## src/rtl/ex_muldiv.sv

```systemverilog
`default_nettype none
// ============================================================================
//  Module      : ex_muldiv
//  Description : Iterative multiply/divide unit for the EX stage. Owns the
//                architectural HI/LO registers, runs MULT/MULTU/DIV/DIVU one
//                bit per cycle while stalling the pipeline, and services
//                MTHI/MTLO writes. HI/LO feed the EX result mux for MFHI/MFLO.
//  Revision    : 1.0  initial release
// ============================================================================
module ex_muldiv #(
    parameter int WIDTH = 32
) (
    input  logic             clk_i,
    input  logic             rst_n_i,
    input  logic             valid_i,
    input  logic [5:0]       func_i,
    input  logic [WIDTH-1:0] rs_data_i,
    input  logic [WIDTH-1:0] rt_data_i,
    input  logic             flush_i,
    output logic             stall_o,
    output logic             done_o,
    output logic [WIDTH-1:0] hi_o,
    output logic [WIDTH-1:0] lo_o
);

    localparam int CW = $clog2(WIDTH);

    localparam logic [5:0]    c_func_mthi   = 6'h11;
    localparam logic [5:0]    c_func_mtlo   = 6'h13;
    localparam logic [CW-1:0] c_last_count  = CW'(WIDTH - 1);
    localparam logic [CW-1:0] c_count_one   = CW'(1);

    typedef enum logic [1:0] {
        ST_IDLE = 2'd0,
        ST_RUN  = 2'd1,
        ST_FIN  = 2'd2
    } state_t;

    state_t             r_state;
    logic [CW-1:0]      r_count;
    logic               r_is_div;
    logic               r_neg_q;     // negate quotient / product
    logic               r_neg_r;     // negate remainder (dividend sign)
    logic               r_dbz;       // divide by zero captured at start
    logic [WIDTH-1:0]   r_opa;       // multiplicand or divisor magnitude
    logic [WIDTH-1:0]   r_rs_raw;    // raw dividend, returned in HI on divide by zero
    logic [2*WIDTH-1:0] r_acc;       // {HI,LO} working register
    logic [WIDTH-1:0]   r_hi;
    logic [WIDTH-1:0]   r_lo;
    logic               r_done;

    logic               w_is_md;
    logic               w_start;
    logic               w_mt_ok;
    logic               w_signed;
    logic               w_div;
    logic               w_rs_neg;
    logic               w_rt_neg;
    logic [WIDTH-1:0]   w_rs_mag;
    logic [WIDTH-1:0]   w_rt_mag;
    logic [WIDTH:0]     w_sum;
    logic [2*WIDTH-1:0] w_mul_next;
    logic [WIDTH:0]     w_rem_sh;
    logic               w_ge;
    logic [WIDTH-1:0]   w_sub;
    logic [2*WIDTH-1:0] w_div_next;
    logic [2*WIDTH-1:0] w_prod;
    logic [WIDTH-1:0]   w_res_hi;
    logic [WIDTH-1:0]   w_res_lo;

    // Decode of the incoming instruction and start / move-to qualification.
    // Start is also gated by reset so the pipeline is never stalled while
    // the unit is held in reset.
    always_comb begin
        w_is_md  = valid_i && (func_i[5:2] == 4'b0110);
        w_start  = rst_n_i && w_is_md && (r_state == ST_IDLE) && !flush_i;
        w_mt_ok  = valid_i && (r_state == ST_IDLE) && !flush_i;
        w_signed = ~func_i[0];
        w_div    = func_i[1];
        w_rs_neg = w_signed & rs_data_i[WIDTH-1];
        w_rt_neg = w_signed & rt_data_i[WIDTH-1];
        w_rs_mag = w_rs_neg ? -rs_data_i : rs_data_i;
        w_rt_mag = w_rt_neg ? -rt_data_i : rt_data_i;
    end

    // One shift-add multiply step: add multiplicand into the upper half when
    // the current multiplier LSB is set, then shift the whole pair right.
    always_comb begin
        w_sum      = {1'b0, r_acc[2*WIDTH-1:WIDTH]} + (r_acc[0] ? {1'b0, r_opa} : {(WIDTH+1){1'b0}});
        w_mul_next = {w_sum, r_acc[WIDTH-1:1]};
    end

    // One restoring-division step: shift {rem,quot} left, subtract the
    // divisor when it fits and shift the resulting quotient bit in.
    // When the subtraction is taken the true difference is below 2^WIDTH,
    // so a WIDTH-bit subtract is exact.
    always_comb begin
        w_rem_sh   = {r_acc[2*WIDTH-1:WIDTH], r_acc[WIDTH-1]};
        w_ge       = (w_rem_sh >= {1'b0, r_opa});
        w_sub      = w_rem_sh[WIDTH-1:0] - r_opa;
        w_div_next = {(w_ge ? w_sub : w_rem_sh[WIDTH-1:0]), r_acc[WIDTH-2:0], w_ge};
    end

    // Final sign correction and the divide-by-zero override.
    always_comb begin
        w_prod = r_neg_q ? -r_acc : r_acc;
        if (r_is_div) begin
            if (r_dbz) begin
                w_res_lo = {WIDTH{1'b1}};
                w_res_hi = r_rs_raw;
            end else begin
                w_res_lo = r_neg_q ? -r_acc[WIDTH-1:0] : r_acc[WIDTH-1:0];
                w_res_hi = r_neg_r ? -r_acc[2*WIDTH-1:WIDTH] : r_acc[2*WIDTH-1:WIDTH];
            end
        end else begin
            w_res_lo = w_prod[WIDTH-1:0];
            w_res_hi = w_prod[2*WIDTH-1:WIDTH];
        end
    end

    // Control FSM together with the iteration datapath and HI/LO ownership.
    always_ff @(posedge clk_i or negedge rst_n_i) begin
        if (!rst_n_i) begin
            r_state  <= ST_IDLE;
            r_count  <= '0;
            r_is_div <= 1'b0;
            r_neg_q  <= 1'b0;
            r_neg_r  <= 1'b0;
            r_dbz    <= 1'b0;
            r_opa    <= '0;
            r_rs_raw <= '0;
            r_acc    <= '0;
            r_hi     <= '0;
            r_lo     <= '0;
            r_done   <= 1'b0;
        end else begin
            r_done <= 1'b0;
            case (r_state)
                ST_IDLE: begin
                    if (w_start) begin
                        r_is_div <= w_div;
                        r_neg_q  <= w_rs_neg ^ w_rt_neg;
                        r_neg_r  <= w_rs_neg;
                        r_dbz    <= w_div && (rt_data_i == '0);
                        r_rs_raw <= rs_data_i;
                        r_opa    <= w_div ? w_rt_mag : w_rs_mag;
                        r_acc    <= {{WIDTH{1'b0}}, (w_div ? w_rs_mag : w_rt_mag)};
                        r_count  <= c_last_count;
                        r_state  <= ST_RUN;
                    end else if (w_mt_ok && (func_i == c_func_mthi)) begin
                        r_hi <= rs_data_i;
                    end else if (w_mt_ok && (func_i == c_func_mtlo)) begin
                        r_lo <= rs_data_i;
                    end
                end
                ST_RUN: begin
                    if (flush_i) begin
                        r_state <= ST_IDLE;
                        r_count <= '0;
                    end else begin
                        r_acc <= r_is_div ? w_div_next : w_mul_next;
                        if (r_count == '0) begin
                            r_state <= ST_FIN;
                        end else begin
                            r_count <= r_count - c_count_one;
                        end
                    end
                end
                ST_FIN: begin
                    r_state <= ST_IDLE;
                    if (!flush_i) begin
                        r_hi   <= w_res_hi;
                        r_lo   <= w_res_lo;
                        r_done <= 1'b1;
                    end
                end
                default: begin
                    r_state <= ST_IDLE;
                end
            endcase
        end
    end

    // Stall holds the pipeline from the start cycle through the last iteration.
    assign stall_o = w_start || (r_state == ST_RUN);
    assign done_o  = r_done;
    assign hi_o    = r_hi;
    assign lo_o    = r_lo;

endmodule
`default_nettype wire

```

## config.mk

```make
export PLATFORM = sky130hd
export DESIGN_NAME = ex_muldiv
export DESIGN_NICKNAME = d
export VERILOG_FILES = /design/src/rtl/ex_muldiv.sv
export SDC_FILE = /design/constraint.sdc
export NUM_CORES = 1
export LEC_CHECK = 0
export ABC_AREA = 1
export CAP_MARGIN = 20
export CORE_ASPECT_RATIO = 0.8
export CORE_UTILIZATION = 30
export DETAILED_ROUTE_END_ITERATION = 10
export PLACE_DENSITY = 0.45
export SLEW_MARGIN = 25
export SYNTH_ARGS = -nofsm -noshare
export SYNTH_HDL_FRONTEND = slang
export SYNTH_SLANG_ARGS = --single-unit
```

## constraint.sdc

```tcl
create_clock -name clk_i -period 3.3 [get_ports clk_i]
set_clock_uncertainty 0.15 [all_clocks]
set_input_delay 0.99 -clock clk_i [delete_from_list [all_inputs] [get_ports clk_i]]
set_output_delay 0.99 -clock clk_i [all_outputs]
set_load 0.03 [all_outputs]
```

==> results of run 1 <==
[state kept, by name (all words and copies together), names as in the netlist]
name / flops
r_count: 5
r_neg_r: 1
lo_o: 32
r_dbz: 1
hi_o: 32
done_o: 1
r_neg_q: 1
r_acc: 64
r_state: 2
r_opa: 32
r_rs_raw: 32
r_is_div: 1
[through the flow]
step / utilization (%) / worst slack, ns / total power, mW / cell area, um2
6_report: 37.47 / 0.07920 / 15.22 / 25180
3_5_place_dp: 36.03 / -0.05201 / 11.67 / 24220
2_1_floorplan: - / 0.2962 / 8.275 / 20390
5_1_grt: 37.46 / 0.02061 / 16.10 / 25180
4_1_cts: 37.46 / 0.03939 / 15.05 / 25180
3_3_place_gp: 36.03 / -0.07857 / 11.72 / 24220
[repair_timing]
action | 4_1_cts | 5_1_grt
setup endpoints to repair | 1 | 2
resized for setup | 1 | 2
pin swaps | 0 | 1
[worst paths after layout]
kind                                              end  depth (start not counted)                   from  slack [ns]
worst max-delay path                          stall_o                          6              func_i[4]        0.08
worst min-delay path              lo_o[2]$_DFFE_PN0P_                          2    lo_o[2]$_DFFE_PN0P_        0.33
worst max register to register  r_acc[50]$_DFFE_PN0P_                         15  r_opa[22]$_DFFE_PN0P_        0.18
worst min register to register    lo_o[2]$_DFFE_PN0P_                          2    lo_o[2]$_DFFE_PN0P_        0.33
max in group asynchronous         r_neg_q$_DFFE_PN0P_                          3                rst_n_i        1.56
min in group asynchronous       r_acc[61]$_DFFE_PN0P_                          2                rst_n_i        0.36
[worst register-to-register path: cells and delay by family (launching register included)]
family,cells,cell delay [ns]
AND/OR/NAND/NOR,10,1.21
flip-flops,1,0.51
adder cells (fa/ha/maj),1,0.41
AO/OA/AOI/OAI,2,0.38
buffers and inverters,2,0.36
[power by group]
part / total (mW) / leakage, nW / switching, mW / internal [mW]
clock: 3.33 / 0.455 / 1.40 / 1.93
combinational: 8.18 / 9.85 / 5.58 / 2.60
sequential: 3.71 / 2.44 / 0.708 / 3.00
[per-layer routing]
| metal | global-route usage, % | vias up | share of wire (%) |
|---|---|---|---|
| li1 | - | 11830 | - |
| met1 | 46.40 | 11590 | 47 |
| met2 | 42.86 | 1070 | 39 |
| met3 | 10.50 | 105 | 11 |
| met4 | 7.386 | 0 | 2.5 |
| met5 | 0 | - | 0 |
[cells by family after synthesis]
kind of cell	count (synthesis)	synth area share, %
AO/OA/AOI/OAI	562	15.49
XOR/XNOR	62	2.663
AND/OR/NAND/NOR	2045	41.53
adder cells (fa/ha/maj)	72	4.492
flip-flops	204	25.04
buffers and inverters	565	10.79
[synthesized netlist by cell type, types with 8 or more instances]
| library cell | count |
|---|---|
| nand2_1 | 1074 |
| nor2_1 | 501 |
| inv_1 | 418 |
| nand3_1 | 342 |
| o21ai_0 | 223 |
| a21oi_1 | 208 |
| dfrtp_1 | 204 |
| clkbuf_1 | 71 |
| ha_1 | 70 |
| xor2_1 | 59 |
| nand4_1 | 53 |
| buf_2 | 36 |
| o211ai_1 | 34 |
| nor3_1 | 22 |
| a2bb2oi_1 | 19 |
| buf_1 | 16 |
| nand3b_1 | 16 |
| o21ai_1 | 14 |
| a22oi_1 | 12 |
| o21bai_1 | 11 |
| inv_2 | 9 |
| nor2_2 | 8 |
[cell type report]
class	count	area, um2	share of cell area [%]
clock inverter	14	203.9	0.8099
tap	913	1142	4.536
antenna	2	5.005	0.01987
multi-input combinational	2741	13110	52.06
clock buffer	36	750.7	2.981
inverter	434	1630	6.474
sequential	204	5107	20.28
timing repair buffer	349	3233	12.84
==> flow_summary.ini, run 1 <==
[pwr]
power_density_nw_per_um2 = 604.3
p_leak_nw = 12.75
vdd_drop_max_v = 0.0003184

[route]
wirelength_um = 110700
wl_per_cell_um = 23.60
via_per_inst = 5.240
drt_iter0_drc = 2787
dr.pass1.iters = 10
drc = 4
vias = 24590
ant_nets = 0

[worst_setup_path]
worst_setup_path_start_kind = input pin
path_buf_inv = 2
critPathKind = in2out
path_cells = clkdlybuf4s50_1, nand2_1, nor3_2, nand2_4, nand2_2, buf_12
crit_arrival_ns = 2.08
critPathRequiredTime_ns = 2.16
worst_path_largest_cell_delay_ns = 0.45
crit_fanout = 2
cp_top_family = buffers and inverters
end_kind = output pin
critPathSlowestCell = clkdlybuf4s50_1

[layout]
layout.cells.most_common = nand2_1
instances_no_fill = 4693
areaGrowthSynthToFinish_pct = 23.50
drive_above_1_share_pct = 8.020
finalNetCount = 3904
most-common-layout-cells = nand2_1, nor2_1, inv_1, nand3_1, o21ai_0
layout.filler_cells = 7612

[timing]
min_period_ns = 3.221
whs_ns = 0.3308
period_share_pct = 97.60
grt_setup_unrepaired = no
timing.setup.tns_ns = 0
relSlewSlack_pct = 49.45
max_freq_mhz = 310.5
worst_pin_slew_ns = 0.7582
slew_violations = 0
setup-violations-final = 0
finalHoldViolations = 0

[run_status]
violations = DRC
outcome = complete, but fails checks

[clocking]
cts_buffers = 28
clkLatencyLatePin_ns = 0.61
h-tree-depth = 1
cts_setup_buffers = 0
clock_sinks = 204
cts.path.max_buffers = 3
cts-hold-fix-buffers = 0
cts_tree = built
root_buffer = clkbuf_16
cts.clk_slew.worst_paths_ns = 0.06

[placement]
io_buffers = 139
gp_congestion = 0.9898
placed_cells = 4641
hpwlAfterDp_um = 90990

[yosys]
syn_area_um2 = 20390
synth_top_area_cell = dfrtp_1
async_flop_share_pct = 100.0
syn_avg_cell_area_um2 = 5.809
yosys.area.top_type_share_pct = 25.04
postSynthCellCount = 3510
yosys-top-cells-area = dfrtp_1, nand2_1, nor2_1
ys_ff_latch = 204
synthFlopType = dfrtp_1
synth_nets = 3656
yosys_warnings = 0
synth_cell_types = 53
seq_area_frac_synth_pct = 25.04
synth-edff-count = 0

[flow_run]
max_cap_violations = 0

[floorplanning]
coreArea_um2 = 67210
ios = 140
die_h_um = 235.2
die_area_um2 = 69020
start_util_pct = 30.34
placementRows = 85
fp.dieW_um = 293.5

[global_route]
antenna_found_initial = 3
grt.overflow.total = 0
grt_pass1_wl_um = 157800
grt_max_degree = 101
grt_pass1_vias = 22680
track_usage_pct = 31.34

[min_path]
hold_class = reg2reg
Power figures use the tool's default switching activity.
==> inputs of run 2 (changes only) <==
--- a/config.mk
+++ b/config.mk
@@ -10,6 +10,7 @@
 export CORE_ASPECT_RATIO = 0.8
 export CORE_UTILIZATION = 30
 export DETAILED_ROUTE_END_ITERATION = 10
+export GPL_TIMING_DRIVEN = 0
 export PLACE_DENSITY = 0.45
 export SLEW_MARGIN = 25
 export SYNTH_ARGS = -nofsm -noshare
==> run 2 against run 1 <==
  * The flow finishes with violations (setup timing)
  * Sequential share of layout area increased by 0.83 points
  * Power decreased by 1.5%
  * Global-route usage increased by 1.5 points
  * Final cell count decreased by 1.5%
  * Critical endpoint is now r_rs_raw[2]$_DFFE_PN0P_
  * Register-to-register slack got worse by 0.16 ns
  * Count of clock-buffer cells in the layout unchanged
==> flow_summary.ini, run 2 (synthesized netlist as in run 1, its figures left out) <==
[run_status]
outcome = complete, but fails checks
violations = setup timing

[placement]
io_buffers = 139
gp_congestion = 1.015
hpwlAfterDp_um = 95100
placed_cells = 4564
post-place-ws_ns = -1.789

[pwr]
vdd_drop_max_v = 0.0003508
power_density_nw_per_um2 = 617.4
p_leak_nw = 12.06

[route]
wl_per_cell_um = 25.11
drt_iter0_drc = 2680
via_per_inst = 5.352
ant_nets = 0
wirelength_um = 116100
drc = 0
vias = 24750
dr.pass1.iters = 6

[clocking]
clkLatencyLatePin_ns = 0.59
root_buffer = clkbuf_16
h-tree-depth = 1
cts.clk_slew.worst_paths_ns = 0.07
clock_sinks = 204
cts.path.max_buffers = 3
cts-hold-fix-buffers = 0
cts_tree = built
cts_buffers = 27

[timing]
relSlewSlack_pct = 27.59
whs_ns = 0.09042
grt_setup_unrepaired = yes
min_period_ns = 3.345
period_share_pct = 101.4
max_freq_mhz = 298.9
worst_pin_slew_ns = 1.086
setup_ws_ns = -0.04517
slew_violations = 0
setup-violations-final = 8
finalHoldViolations = 0

[global_route]
grt.overflow.total = 0
grt_pass1_vias = 22810
antenna_found_initial = 7
grt_max_degree = 88
track_usage_pct = 32.83
grt_pass1_wl_um = 162700

[layout]
largest_reg_flops = 64
instances_no_fill = 4624
drive_above_1_share_pct = 4.826
layout.cells.most_common = nand2_1
most-common-layout-cells = nand2_1, nor2_1, inv_1, nand3_1, o21ai_0
areaGrowthSynthToFinish_pct = 19.11
finalNetCount = 3835
regMostFlops = r_acc

[worst_setup_path]
cp-startpoint = flush_i
rr_endpoint = r_acc[47]$_DFFE_PN0P_
worst_setup_path_start_kind = input pin
worstRegToRegCells = 11
crit_arrival_ns = 3.62
crit_end = r_rs_raw[2]$_DFFE_PN0P_
critPathKind = in2reg
reg2reg_slack_ns = 0.02
crit_fanout = 11
worstReg2RegStart = r_acc[36]$_DFFE_PN0P_
critPathRequiredTime_ns = 3.58
end_kind = flip-flop

[min_path]
hold_class = in2async

[flow_run]
max_cap_violations = 0

[floorplanning]
placementRows = 85
fp.dieW_um = 293.5
die_area_um2 = 69020
coreArea_um2 = 67210
die_h_um = 235.2
ios = 140
start_util_pct = 30.34
## run 2: cell types whose count changed in the layout (fill, tap and decap cells not counted), sizes merged, moves of 2 or more
cell    change
clkinv      +2
buf       -150
inv         -2
bufbuf      +5
clkbuf     +77
## run 2: layer usage
metal  routed length, um  global-route usage (%)
met3               13800                   11.05
met1               53580                   48.14
met2               45170                   44.89
met4                3562                   8.996
met5                   0                       0
## run 2: layout make-up
class	instances	area (um2)
inverter	434	1643
buffer	130	600.6
timing repair buffer	151	1670
clock buffer	36	769.5
sequential	204	5126
tap	913	1142
multi-input combinational	2741	13160
antenna	2	5.005
clock inverter	13	166.4
fill	7720	42930
## run 2: where the power goes
part	switching, mW	internal, mW	total [mW]
logic	5.56	2.38	7.94
registers	0.855	3.01	3.86
clock network	1.32	1.88	3.20
total	7.73	7.26	15.0
## run 2: critical path, cell delays in order
cell             delay [ns]
clkdlybuf4s15_2        0.35
inv_4                  0.09
nand2_1                0.12
nor2_4                 0.07
nand2_4                0.08
buf_4                  0.19
clkbuf_1               0.76
buf_1                  0.77
o21ai_0                0.18
## run 2: worst min path at each step
stage | from | to | slack (ns) | cells after the start
2_1_floorplan | r_rs_raw[3]$_DFFE_PN0P_ | r_rs_raw[3]$_DFFE_PN0P_ | 0.30 | 2
3_3_place_gp | r_rs_raw[1]$_DFFE_PN0P_ | r_rs_raw[1]$_DFFE_PN0P_ | 0.32 | 2
3_5_place_dp | r_rs_raw[1]$_DFFE_PN0P_ | r_rs_raw[1]$_DFFE_PN0P_ | 0.32 | 2
4_1_cts | rst_n_i | r_opa[19]$_DFFE_PN0P_ | 0.07 | 1
5_1_grt | rst_n_i | r_opa[19]$_DFFE_PN0P_ | 0.08 | 1
6_report | rst_n_i | r_opa[19]$_DFFE_PN0P_ | 0.09 | 1
## run 2: what timing repair did
action                     4_1_cts  5_1_grt
hold endpoints to repair         0        0
pin swaps                        2        3
gates resized for setup         23       40
setup buffers                    1        3
gates cloned                     5        0
setup endpoints to repair       45       35
## run 2: through the flow
step	setup TNS (ns)	total power, mW	util [%]	instance area [um2]
after floorplan	0	8.275	-	20390
after global routing	-0.2634	15.77	36.13	24280
after CTS	-0.3066	14.74	35.92	24150
final	-0.1666	14.99	36.13	24290
after global placement	-3534.34	11.51	34.11	22920
after detailed placement	-103.76	11.47	34.20	22980
